File: config.mk
export PLATFORM = sky130hd
export DESIGN_NAME = instr_queue
export DESIGN_NICKNAME = d
export VERILOG_FILES = /design/src/rtl/instr_queue_pkg.sv /design/src/rtl/iq_storage.sv /design/src/rtl/instr_queue.sv
export SDC_FILE = /design/constraint.sdc
export NUM_CORES = 1
export LEC_CHECK = 0
export CORE_ASPECT_RATIO = 1.5
export CORE_MARGIN = 3
export CORE_UTILIZATION = 49
export DETAILED_ROUTE_END_ITERATION = 10
export PLACE_DENSITY = 0.75
export SETUP_SLACK_MARGIN = 0.3
export SLEW_MARGIN = 20
export SYNTH_ARGS = -nofsm -noshare
export SYNTH_HDL_FRONTEND = slang
export SYNTH_HIERARCHICAL = 1
export SYNTH_SLANG_ARGS = --single-unit
File: constraint.sdc
create_clock -name clk -period 5.35 [get_ports clk]
set_input_delay 1.3375 -clock clk [delete_from_list [all_inputs] [get_ports clk]]
set_output_delay 1.3375 -clock clk [all_outputs]
set_load 0.01 [all_outputs]
File: src/rtl/instr_queue_pkg.sv
// Shared types and constants for the fetch-to-decode instruction queue.
package instr_queue_pkg;

    localparam logic [15:0] NOP_INSTR = 16'h0800;
    localparam int          ENTRY_W   = 48;

    typedef struct packed {
        logic [15:0] instr;
        logic [15:0] pc;
        logic [15:0] pc2;
    } entry_t;

    localparam entry_t NOP_ENTRY = '{instr: NOP_INSTR, pc: 16'h0000, pc2: 16'h0000};

endpackage

File: src/rtl/iq_storage.sv
// DEPTH x ENTRY_W register array: one synchronous write port, one asynchronous read port.
// Not reset; validity of each slot is tracked by the queue pointers.
module iq_storage
    import instr_queue_pkg::*;
#(
    parameter int DEPTH = 4
) (
    input  logic                       clk,
    input  logic                       wr_en,
    input  logic [$clog2(DEPTH)-1:0]   wr_addr,
    input  entry_t                     wr_data,
    input  logic [$clog2(DEPTH)-1:0]   rd_addr,
    output entry_t                     rd_data
);

    entry_t mem [DEPTH];

    always_ff @(posedge clk) begin
        if (wr_en) begin
            mem[wr_addr] <= wr_data;
        end
    end

    assign rd_data = mem[rd_addr];

endmodule

File: src/rtl/instr_queue.sv
// Fetch-to-decode FIFO of {instr, pc, pc2}; 1-cycle latency, or 0 from empty with INSTR_QUEUE_BYPASS_EN.
// push_ready = not full (state only); flush empties the queue and drops same-cycle push/pop.
module instr_queue
    import instr_queue_pkg::*;
#(
    parameter int DEPTH = 4
) (
    input  logic                     clk,
    input  logic                     rst,
    input  logic                     push_valid,
    output logic                     push_ready,
    input  logic [15:0]              push_instr,
    input  logic [15:0]              push_pc,
    input  logic [15:0]              push_pc2,
    input  logic                     flush,
    output logic                     pop_valid,
    input  logic                     pop_ready,
    output logic [15:0]              pop_instr,
    output logic [15:0]              pop_pc,
    output logic [15:0]              pop_pc2,
    output logic [$clog2(DEPTH):0]   count
);

    localparam int AW = $clog2(DEPTH);
    localparam logic [AW:0] PTR_ONE = (AW+1)'(1);

    // Pointers carry one extra MSB so full and empty differ without a spare slot.
    logic [AW:0] head;
    logic [AW:0] tail;
    logic        empty;
    logic        full;
    logic        bypass;
    logic        push_fire;
    logic        pop_fire;
    entry_t      push_entry;
    entry_t      rd_entry;
    entry_t      out_entry;

    assign empty      = (head == tail);
    assign full       = (head[AW] != tail[AW]) && (head[AW-1:0] == tail[AW-1:0]);
    assign push_ready = ~full;
    assign count      = tail - head;
    assign push_entry = '{instr: push_instr, pc: push_pc, pc2: push_pc2};

`ifdef INSTR_QUEUE_BYPASS_EN
    assign bypass = empty & push_valid & ~flush;
`else
    assign bypass = 1'b0;
`endif

    // A bypassed entry taken by decode in the same cycle is never stored.
    assign push_fire = push_valid & push_ready & ~flush & ~(bypass & pop_ready);
    assign pop_fire  = ~empty & pop_ready & ~flush;

    always_ff @(posedge clk or negedge rst) begin
        if (!rst) begin
            head <= '0;
            tail <= '0;
        end else if (flush) begin
            head <= '0;
            tail <= '0;
        end else begin
            if (push_fire) tail <= tail + PTR_ONE;
            if (pop_fire)  head <= head + PTR_ONE;
        end
    end

    iq_storage #(.DEPTH(DEPTH)) u_storage (
        .clk     (clk),
        .wr_en   (push_fire),
        .wr_addr (tail[AW-1:0]),
        .wr_data (push_entry),
        .rd_addr (head[AW-1:0]),
        .rd_data (rd_entry)
    );

    always_comb begin
        pop_valid = ~empty;
        out_entry = rd_entry;
        if (bypass) begin
            pop_valid = 1'b1;
            out_entry = push_entry;
        end
        if (!pop_valid) out_entry = NOP_ENTRY;
    end

    assign pop_instr = out_entry.instr;
    assign pop_pc    = out_entry.pc;
    assign pop_pc2   = out_entry.pc2;

endmodule
---- Word-level counts from Yosys, hierarchy flattened ----
Memories as Yosys holds them, arrays and structs flattened.
Cells that the tools add are included.
W data, S select, Z words.
word-level totals
  register bits ........................... 6
  latch bits .............................. 0
  memory bits (writable) .................. 192
  ROM bits ................................ 0
  input bits .............................. 53
  word-level logic and storage cells ...... 26
  memories kept ........................... 1
memories
  name           depth  width  rd ports  clocked after Yosys merged registers in  write ports  RTL line          RTL
  u_storage.mem  4      48     1         0                                        1            iq_storage.sv:16  entry_t mem [DEPTH];
cells by class
  add/sub/neg operators ................... 3
  $mul .................................... 0
  divide/modulo/power cells ............... 0
  order comparisons ....................... 0
  eq/ne operators ......................... 3
  shift-type cells ........................ 0
  mux-type cells .......................... 7
  bitwise logic cells ..................... 7
  reduce and logical (&&, ||, !) cells .... 3
operators by type and width
  kind                   count
  $mux W48               1
  $mux W3                4
  $add A3 B1 Y3 const B  2
  $and A1 B1 Y1          4
  $reduce_bool A2 Y1     2
  $eq A3 B3 Y1           1
  $not A1 Y1             3
  $sub A3 B3 Y3          1
  $eq A2 B2 Y1           1
  $mux W1                2
  $logic_and A1 B1 Y1    1
  $ne A1 B1 Y1           1

---- Logic depth before layout (Yosys ltp) ----
Gate-level depths: netlist (run 1).
  depth after elaboration ................. 7
  gate-level depth with buffers ........... 7
  mapped depth without buffers ............ 6

---- Cells and area by module ----
The synthesis (run 1) kept the hierarchy.
modules (own cells, without submodules)
  module       times used  cells each  area each (µm²)  seq. area each (µm²)
  iq_storage   1           254         6949.2           5765.5
  instr_queue  1           112         879.6            150.1

---- Worst setup path after synthesis (run 1) ----
Ideal clock, no wire load.
  path type ............................... input port to flip-flop
  from .................................... input flush
  to ...................................... memory u_storage/mem[0][0] (netlist bit) (enable)
  setup time .............................. 0.523 ns
  arrival time ............................ 5.235 ns
  data required time ...................... 4.827 ns
  path slack .............................. -0.408 ns
  stages on the path ...................... 3
  path through ............................ clkbuf_1 > nor2_1 > nor3b_1
between the ends
  cells in the longest elaborated chain, start to end .. 4
ends and longest elaborated chain
  what                           RTL line           RTL
  from (decl)                    instr_queue.sv:15  input logic flush,
  $not A1 Y1                     instr_queue.sv:52  assign push_fire = push_valid & push_ready & ~flush & ~(bypass & pop_ready);
  $and A1 B1 Y1                  instr_queue.sv:52
  named net push_fire            instr_queue.sv:33  logic push_fire;
  $mux W1                        iq_storage.sv:19   if (wr_en) begin
  $mux W1 (not written as such)  iq_storage.sv:20   mem[wr_addr] <= wr_data;
  to (decl)                      iq_storage.sv:16
The timed path passes the listed nets, and every way through them passes these cells.

---- Worst setup path after layout (run 1) ----
  from .................................... register tail[0]
  to ...................................... output pop_instr[11]
between the ends
  cells in the longest elaborated chain, start to end .. 2
ends and longest elaborated chain
  what                    RTL line           RTL
  from (decl)             instr_queue.sv:29  logic [AW:0] tail;
  from (signal assigned)  instr_queue.sv:63  if (push_fire) tail <= tail + PTR_ONE;
  $eq A3 B3 Y1            instr_queue.sv:39  assign empty = (head == tail);
  $mux W48                instr_queue.sv:84  if (!pop_valid) out_entry = NOP_ENTRY;
  to (decl)               instr_queue.sv:18  output logic [15:0] pop_instr,
Every way passes these cells.

==> results.toml, run 1 <==
[run_status]
status = "finished, final reports clean"

[cells_and_area]
design_area_um2 = 9670
final_nets = 540
drive_above_1_share_pct = 21.0
areaGrowthSynthToFinish_pct = 23.5
fill_cells = 1121
n_antenna_cell = 0

[sta]
period_share_pct = 87.2
final_hold_viol_count = 0
layout_setup_ws_ns = 0.683
drv_slew = 0
finClkSkew_ns = 0.00855
max_slew_margin_pct = 29.3
setup_tns_ns = 0
setup_violations = 0
grt_setup_unrepaired = "no"
tightestPinTransition_ns = 1.06
min_period_ns = 4.67
fmax_mhz = 214

[synth]
synth_edf_count = 192
ys.flop_type = "edfxtp_1"
yosysUniqueCellTypes = 38
synth.ff_latch_count = 198
syn-instance-count = 366
ys_warn_count = 6
syn_area_per_cell_um2 = 21.4
yosys.area.top_type = "edfxtp_1"
syn_nets = 424
synth_area_um2 = 7830
async_flop_share_pct = 3.03
netlist_top_cells_area = "edfxtp_1, mux4_2, nor2b_1"
yosysSeqAreaShare_pct = 75.6
synth_top_area_share_pct = 73.6

[critical_path]
critPathLaunchType = "flop"
end_kind = "output pin"
reg2reg_to = "u_storage/mem[0][36]"
critical_path.max_fanout = 49
crit_start = "tail[0]"
crit_type = "flop to output pin"
rrSetupSlack_ns = 2.24
reg2reg_depth = 7
cp.required_ns = 4.01
critPathArrivalTime_ns = 3.33
r2r_start = "tail[0]"

[grt]
antenna_found_initial = 0
grt_pass1_vias = 4078
gr-total-overflow = 0
grt_first_pass_wirelength_um = 22100
grt_max_degree = 53
grtUsageTotal_pct = 17.2

[place]
hpwl_um = 8640
portBuffers = 105
placed_area_um2 = 9100
gp_congestion = 0.784
post-place-ws_ns = 1.08

[routing]
vias = 3801
viasPerCell = 5.45
drt-total-wl_um = 14000
ant_nets = 0
wl_per_cell_um = 20.1
drc = 0
drtPass1Iterations = 5
drt_iter0_drc = 157

[die]
fp.coreArea_um2 = 15600
fp.dieH_um = 161
core.rowCount = 56
initial_core_util_pct = 50.1
io_pins = 106
die_w_um = 109
die-area_um2 = 17600

[hold_path]
holdPathStages = 2
holdCritStartpoint = "tail[2]"
holdPathEnd = "tail[2]"
hp-class = "flop to flop"

[clock_tree]
cts_tree = "done"
cts_hold_buf = 0
clk_latency_ns = 0.42
cts.sinks = 198
root_buffer = "clkbuf_16"
htreeDepth = 4
cts_buffers = 17
path_clk_slew_ns = 0.07
postCtsSetupBuffers = 0
cts_max_path_buffers = 2
cts_resized = 0

[power]
power_leakage_nw = 3.08
worst_ir_drop_vdd_uv = 593
p_total_mw = 5.36
power_density_nw_per_um2 = 555

[job]
cap_violations = 0
cell usage after synthesis, types with 2 or more instances:
library cell and number:
edfxtp_1 192, mux4_2 48, nor2b_1 42, buf_2 7, dfrtp_1 6, inv_1 6, nand2_1 6, buf_6 5
nor2b_2 5, ha_1 4, nand4b_1 4, clkbuf_1 3, nor2_1 3, nor3b_1 3, a21oi_1 2, a31oi_1 2
and3_1 2, and3b_1 2, buf_4 2, nand3_1 2, or4_1 2, xnor2_1 2
worst max-delay path by stage:
stage                                      to  slack (ns)  cells after the start
final                           pop_instr[11]        0.68                      6
after global routing            pop_instr[11]        0.43                      6
after CTS                         pop_pc2[14]        0.61                      6
after detailed placement          pop_pc2[14]        1.08                      6
after global placement          pop_instr[11]        1.21                      6
after floorplan           u_storage/mem[0][0]        1.32                      3
area by class of cell:
class,instances,area [µm²],area share (%)
sequential,198,5920,61.2
multi-input combinational,144,1770,18.3
timing repair buffer,115,1130,11.7
clock buffer,19,433,4.48
tap,203,254,2.63
clock inverter,13,138,1.42
inverter,6,22.5,0.233
through the flow:
stage | hold slack (ns) | std cells | utilization (%)
after global placement | 0.558 | 666 | 58.2
after CTS | 0.579 | 698 | 61.9
after floorplan | 0.543 | 366 | -
after global routing | 0.638 | 698 | 61.9
after detailed placement | 0.570 | 666 | 58.2
final | 0.577 | 698 | 61.9
logic make-up after synthesis:
logic type / after synthesis / share of synthesized area, %
compound gates: 9 / 0.799
xor+xnor: 2 / 0.224
fa+ha+maj: 5 / 0.895
buf+inv: 24 / 1.98
flops: 198 / 75.6
mux: 49 / 14.0
simple gates: 79 / 6.58
cell usage in the layout (no fill, tap or decap), drive strengths merged, types with 3 or more instances in the layout:
master and n:
ha 4, buf 10, clkdlybuf4s50 105, edfxtp 192, nor2b 47, nor2 3, dfrtp 6, nand2 6
clkbuf 19, clkinv 4, mux4 48, nor3b 3, nand4b 4, and3b 3, inv 13
state kept, by name (all words and copies together), names as in the netlist:
register,cells
u_storage/mem,192
tail,3
head,3
report_power, final:
group          switching, mW  internal (mW)
combinational           1.05           1.21
sequential            0.0427           1.86
clock                  0.551          0.658
total                   1.64           3.72
routing by layer:
| layer | global-route usage [%] | up-vias | wire (µm) |
|---|---|---|---|
| met5 | 0 | - | 0 |
| met3 | 4.02 | 21 | 639 |
| met4 | 6.24 | 0 | 217 |
| met2 | 29.5 | 92 | 7740 |
| met1 | 21.1 | 1969 | 5400 |
| li1 | - | 1719 | - |
worst max-delay path, stage by stage, from the launching register on:
cell and delay [ns]:
dfrtp_1 0.47, inv_1 0.09, ha_1 0.35, nand2_1 0.24, and2b_2 1.01, or2_1 0.20
clkdlybuf4s50_1 0.53
Note: power is estimated with default switching activity, not from simulation.
==> run 2, diff against run 1 <==
Settings changed: CORE_UTILIZATION 49 to 51, CTS_BUF_LIST set to sky130_fd_sc_hd__clkbuf_8, PLACE_DENSITY 0.75 to 0.78.
==> run 2 against run 1 <==
Sequential cell count stayed put. Critical path depth did not move. Utilization is 1.9 points higher. Clock power decreased by 32%. Critical path type unchanged. Largest cell class unchanged. Largest power group unchanged. Highest routed layer unchanged.
==> results.toml, run 2 (synthesis results as in run 1) <==
[run_status]
status = "finished, final reports clean"

[routing]
drt-total-wl_um = 14000
drt_iter0_drc = 196
ant_nets = 0
vias = 3773
viasPerCell = 5.46
drtPass1Iterations = 5
drc = 0
wl_per_cell_um = 20.2

[hold_path]
hp-class = "flop to flop"

[cells_and_area]
drive_above_1_share_pct = 20.6
reg_top3 = "u_storage/mem: 192 flops, head: 3 flops, tail: 3 flops"
fill_cells = 1000
multi_input_area_um2 = 1770
largest_register = "u_storage/mem"
final_common_cell = "edfxtp_1"
final_nets = 539
seqCellArea_um2 = 5920
stdcell_count = 691
layout_common_cells = "edfxtp_1, clkdlybuf4s50_1, mux4_2"
largest_register_ffs = 192
areaGrowthSynthToFinish_pct = 20.6

[sta]
grt_setup_unrepaired = "no"
period_share_pct = 88.5
tightestPinTransition_ns = 0.996
final_hold_viol_count = 0
setup_violations = 0
min_period_ns = 4.73
holdWs_ns = 0.588
fmax_mhz = 211
max_slew_margin_pct = 33.6
layout_setup_ws_ns = 0.616
finClkSkew_ns = 0.0155
drv_slew = 0
setup_tns_ns = 0

[die]
die_w_um = 107
fp.dieH_um = 158
fp.coreArea_um2 = 14800
initial_core_util_pct = 52.9
die-area_um2 = 16900
io_pins = 106
core.rowCount = 54

[clock_tree]
cts_resized = 0
postCtsSetupBuffers = 0
cts_hold_buf = 0
cts_buffers = 17
cts.sinks = 198
cts_tree = "done"
path_clk_slew_ns = 0.09
htreeDepth = 4
root_buffer = "clkbuf_8"
clk_latency_ns = 0.44
cts_max_path_buffers = 2

[critical_path]
critical_path.max_fanout = 49
cp.required_ns = 4.01
critPathLaunchType = "flop"
worstPathCellList = "inv_1, ha_1, nand2_1, and2b_2, nor2b_1, clkdlybuf4s50_1"
crit_slowest_cell = "and2b_2"
critical_path.max_stage_delay_ns = 0.95
crit_type = "flop to output pin"
critPathArrivalTime_ns = 3.40
end_kind = "output pin"

[place]
post-place-ws_ns = 1.04
gp_congestion = 0.754
hpwl_um = 8870
place_inst = 657
portBuffers = 105

[power]
worst_ir_drop_vdd_uv = 867
power_density_nw_per_um2 = 529
p_total_mw = 5.00
power_leakage_nw = 2.97

[grt]
antenna_found_initial = 1
grt_pass1_vias = 4000
grt_first_pass_wirelength_um = 22100
gr-total-overflow = 0
grt_max_degree = 53
grtUsageTotal_pct = 17.5

[job]
cap_violations = 0
-- run 2: through the flow --
step | instance area (µm²) | utilization [%]
finish | 9440 | 63.8
floorplan | 7830 | -
global placement | 9070 | 61.3
global route | 9440 | 63.8
CTS | 9410 | 63.6
detailed placement | 9070 | 61.3
-- run 2: routing by layer --
layer,up-vias,share of wire [%],global-route usage (%),routed length (µm)
li1,1713,-,-,-
met4,0,1.2,5.48,161
met5,-,0,0,0
met2,105,55,30.6,7730
met3,9,5.2,3.84,722
met1,1946,38,22.0,5350
-- run 2: cell type report --
cell class / instances / share of cell area (%)
Tap cell: 196 / 2.60
Clock buffer: 17 / 2.48
Timing Repair Buffer: 114 / 12.1
Inverter: 6 / 0.239
Multi-Input combinational cell: 144 / 18.8
Clock inverter: 15 / 1.13
Sequential cell: 198 / 62.7
Antenna cell: 1 / 0.0265
-- run 2: final timing paths --
| path | slack [ns] | start | to | cells past startpoint |
|---|---|---|---|---|
| min reg2reg | 0.59 | head[2] | head[2] | 2 |
| max in group asynchronous | 3.94 | rst | head[1] | 1 |
| max reg2reg | 2.17 | tail[0] | u_storage/mem[0][4] | 7 |
| max | 0.62 | tail[0] | pop_pc2[12] | 6 |
| min in group asynchronous | 1.14 | rst | head[0] | 1 |
| min | 0.59 | head[2] | head[2] | 2 |
-- run 2: critical path: cells and delay by family, from the launching register on --
family | cells | cell delay [ns]
buffers and inverters | 2 | 0.65
adders and majority gates | 1 | 0.38
DFF | 1 | 0.51
and+or+nand+nor | 3 | 1.42
-- run 2: power breakdown --
group | total [mW] | internal [mW] | switching (mW)
Sequential | 1.90 | 1.85 | 0.0433
Combinational | 2.28 | 1.23 | 1.05
Clock | 0.824 | 0.325 | 0.499
Total | 5.00 | 3.41 | 1.59
==> run 3, diff against run 2 <==
Settings changed: CORE_ASPECT_RATIO 1.5 to 0.6, CORE_MARGIN 3 to 2.
==> run 3 against run 2 <==
Combinational power about the same. Via count rose by 2.0%. Die area fell by 3.0%. Critical endpoint is now pop_pc2[8]. Largest cell class unchanged. Highest routed layer unchanged.
==> results.toml, run 3 (synthesis results as in run 1) <==
[place]
gp_congestion = 0.780
portBuffers = 105
placed_area_um2 = 9090
post-place-ws_ns = 1.12
hpwl_um = 8400

[sta]
setup_tns_ns = 0
period_share_pct = 88.1
fmax_mhz = 212
holdWs_ns = 0.592
tightestPinTransition_ns = 1.04
min_period_ns = 4.71
final_hold_viol_count = 0
setup_violations = 0
finClkSkew_ns = 0.0101
layout_setup_ws_ns = 0.638
max_slew_margin_pct = 30.5
grt_setup_unrepaired = "no"
drv_slew = 0

[die]
initial_core_util_pct = 51.5
core.rowCount = 35
fp.coreArea_um2 = 15200
die-area_um2 = 16400
die_w_um = 164
io_pins = 106
fp.dieH_um = 100

[clock_tree]
cts_hold_buf = 0
htreeDepth = 4
path_clk_slew_ns = 0.10
cts_max_path_buffers = 2
root_buffer = "clkbuf_8"
cts_resized = 0
cts.sinks = 198
postCtsSetupBuffers = 0
cts_buffers = 17
cts_tree = "done"
clk_latency_ns = 0.44

[power]
power_leakage_nw = 3.00
p_comb_share_pct = 43.9
seqPwrFrac_pct = 36.8
worst_ir_drop_vdd_uv = 337
p_clk_share_pct = 19.3
power_density_nw_per_um2 = 542
swShare_pct = 31.4
p_int_mw = 3.54
p_switching_mw = 1.62

[grt]
grt_max_degree = 53
gr-total-overflow = 0
grt_first_pass_wirelength_um = 21600
grt_pass1_vias = 3974
met3_usage_pct = 6.28
met1_usage_pct = 25.2
use_met2_pct = 28.2
grtUsageTotal_pct = 18.2
antenna_found_initial = 0
busiest_layer = "met2"

[cells_and_area]
largest_register_ffs = 192
final_nets = 539
largest_register = "u_storage/mem"
drive_above_1_share_pct = 21.1
fill_cells = 1053
seqCellArea_um2 = 5920
utilization_pct = 62.6
areaGrowthSynthToFinish_pct = 21.6
design_area_um2 = 9520
final_common_cell = "edfxtp_1"
layout_common_cells = "edfxtp_1, clkdlybuf4s50_1, mux4_2"
n_antenna_cell = 0
reg_top3 = "u_storage/mem: 192 flops, head: 3 flops, tail: 3 flops"
multi_input_area_um2 = 1770

[critical_path]
end_kind = "output pin"
critPathLaunchType = "flop"
cp.required_ns = 4.01
crit_slowest_cell = "and2b_2"
crit_type = "flop to output pin"
critPathArrivalTime_ns = 3.37
critical_path.max_fanout = 49
worstPathCellList = "inv_1, ha_1, nand2_1, and2b_2, nor2b_1, clkdlybuf4s50_1"
critical_path.max_stage_delay_ns = 0.99

[routing]
drtPass1Iterations = 4
viasPerCell = 5.52
drt_iter0_drc = 316
drc = 0
drt-total-wl_um = 14100
wl_per_cell_um = 20.2
ant_nets = 0
vias = 3848

[hold_path]
hp-class = "flop to flop"

[run_status]
status = "finished, final reports clean"

[job]
cap_violations = 0
-- run 3: cell types whose count changed in the layout (fill, tap and decap cells not counted), sizes merged --
cell / change
clkinv: +3
bufinv: +3
diode: -1
clkinvlp: -3
inv: -3
-- run 3: final timing paths --
kind	startpoint	endpoint	slack [ns]	depth (start not counted)
worst max-delay path	tail[0]	pop_pc2[8]	0.64	6
worst min-delay path	head[2]	head[2]	0.59	2
worst max register to register	tail[0]	u_storage/mem[3][47]	2.30	7
worst min register to register	head[2]	head[2]	0.59	2
max in group asynchronous	rst	head[0]	3.93	1
min in group asynchronous	rst	head[2]	1.15	1
-- run 3: layer usage --
metal / share of wire (%) / up-vias
met5: 0 / -
met4: 0.95 / 0
met3: 6.6 / 12
met2: 48 / 121
met1: 45 / 2007
li1: - / 1708
-- run 3: per-stage QoR --
stage	power (mW)	std cells
finish	5.16	697
global route	5.45	697
CTS	5.23	697
detailed placement	4.22	665
global placement	4.20	665
floorplan	3.24	366
-- run 3: worst max-delay path: cells and delay by family, from the launching register on --
kind | cells | cell delay [ns]
adders and majority gates | 1 | 0.35
buffers and inverters | 2 | 0.66
DFF | 1 | 0.51
and+or+nand+nor | 3 | 1.40
-- run 3: layout make-up --
type                       count  share of cell area, %
sequential                   198                   62.2
clock inverter                15                   2.04
clock buffer                  17                   2.46
tap                          203                   2.67
multi-input combinational    144                   18.6
inverter                       6                  0.237
timing repair buffer         114                   11.8
-- run 3: power by group through the flow --
| stage | clock, mW | combinational [mW] | sequential, mW |
|---|---|---|---|
| CTS | 1.02 | 2.31 | 1.90 |
| detailed placement | 0 | 2.29 | 1.93 |
| finish | 0.997 | 2.26 | 1.90 |
| global route | 1.09 | 2.45 | 1.91 |
| global placement | 0 | 2.28 | 1.92 |
| floorplan | 0 | 1.31 | 1.93 |
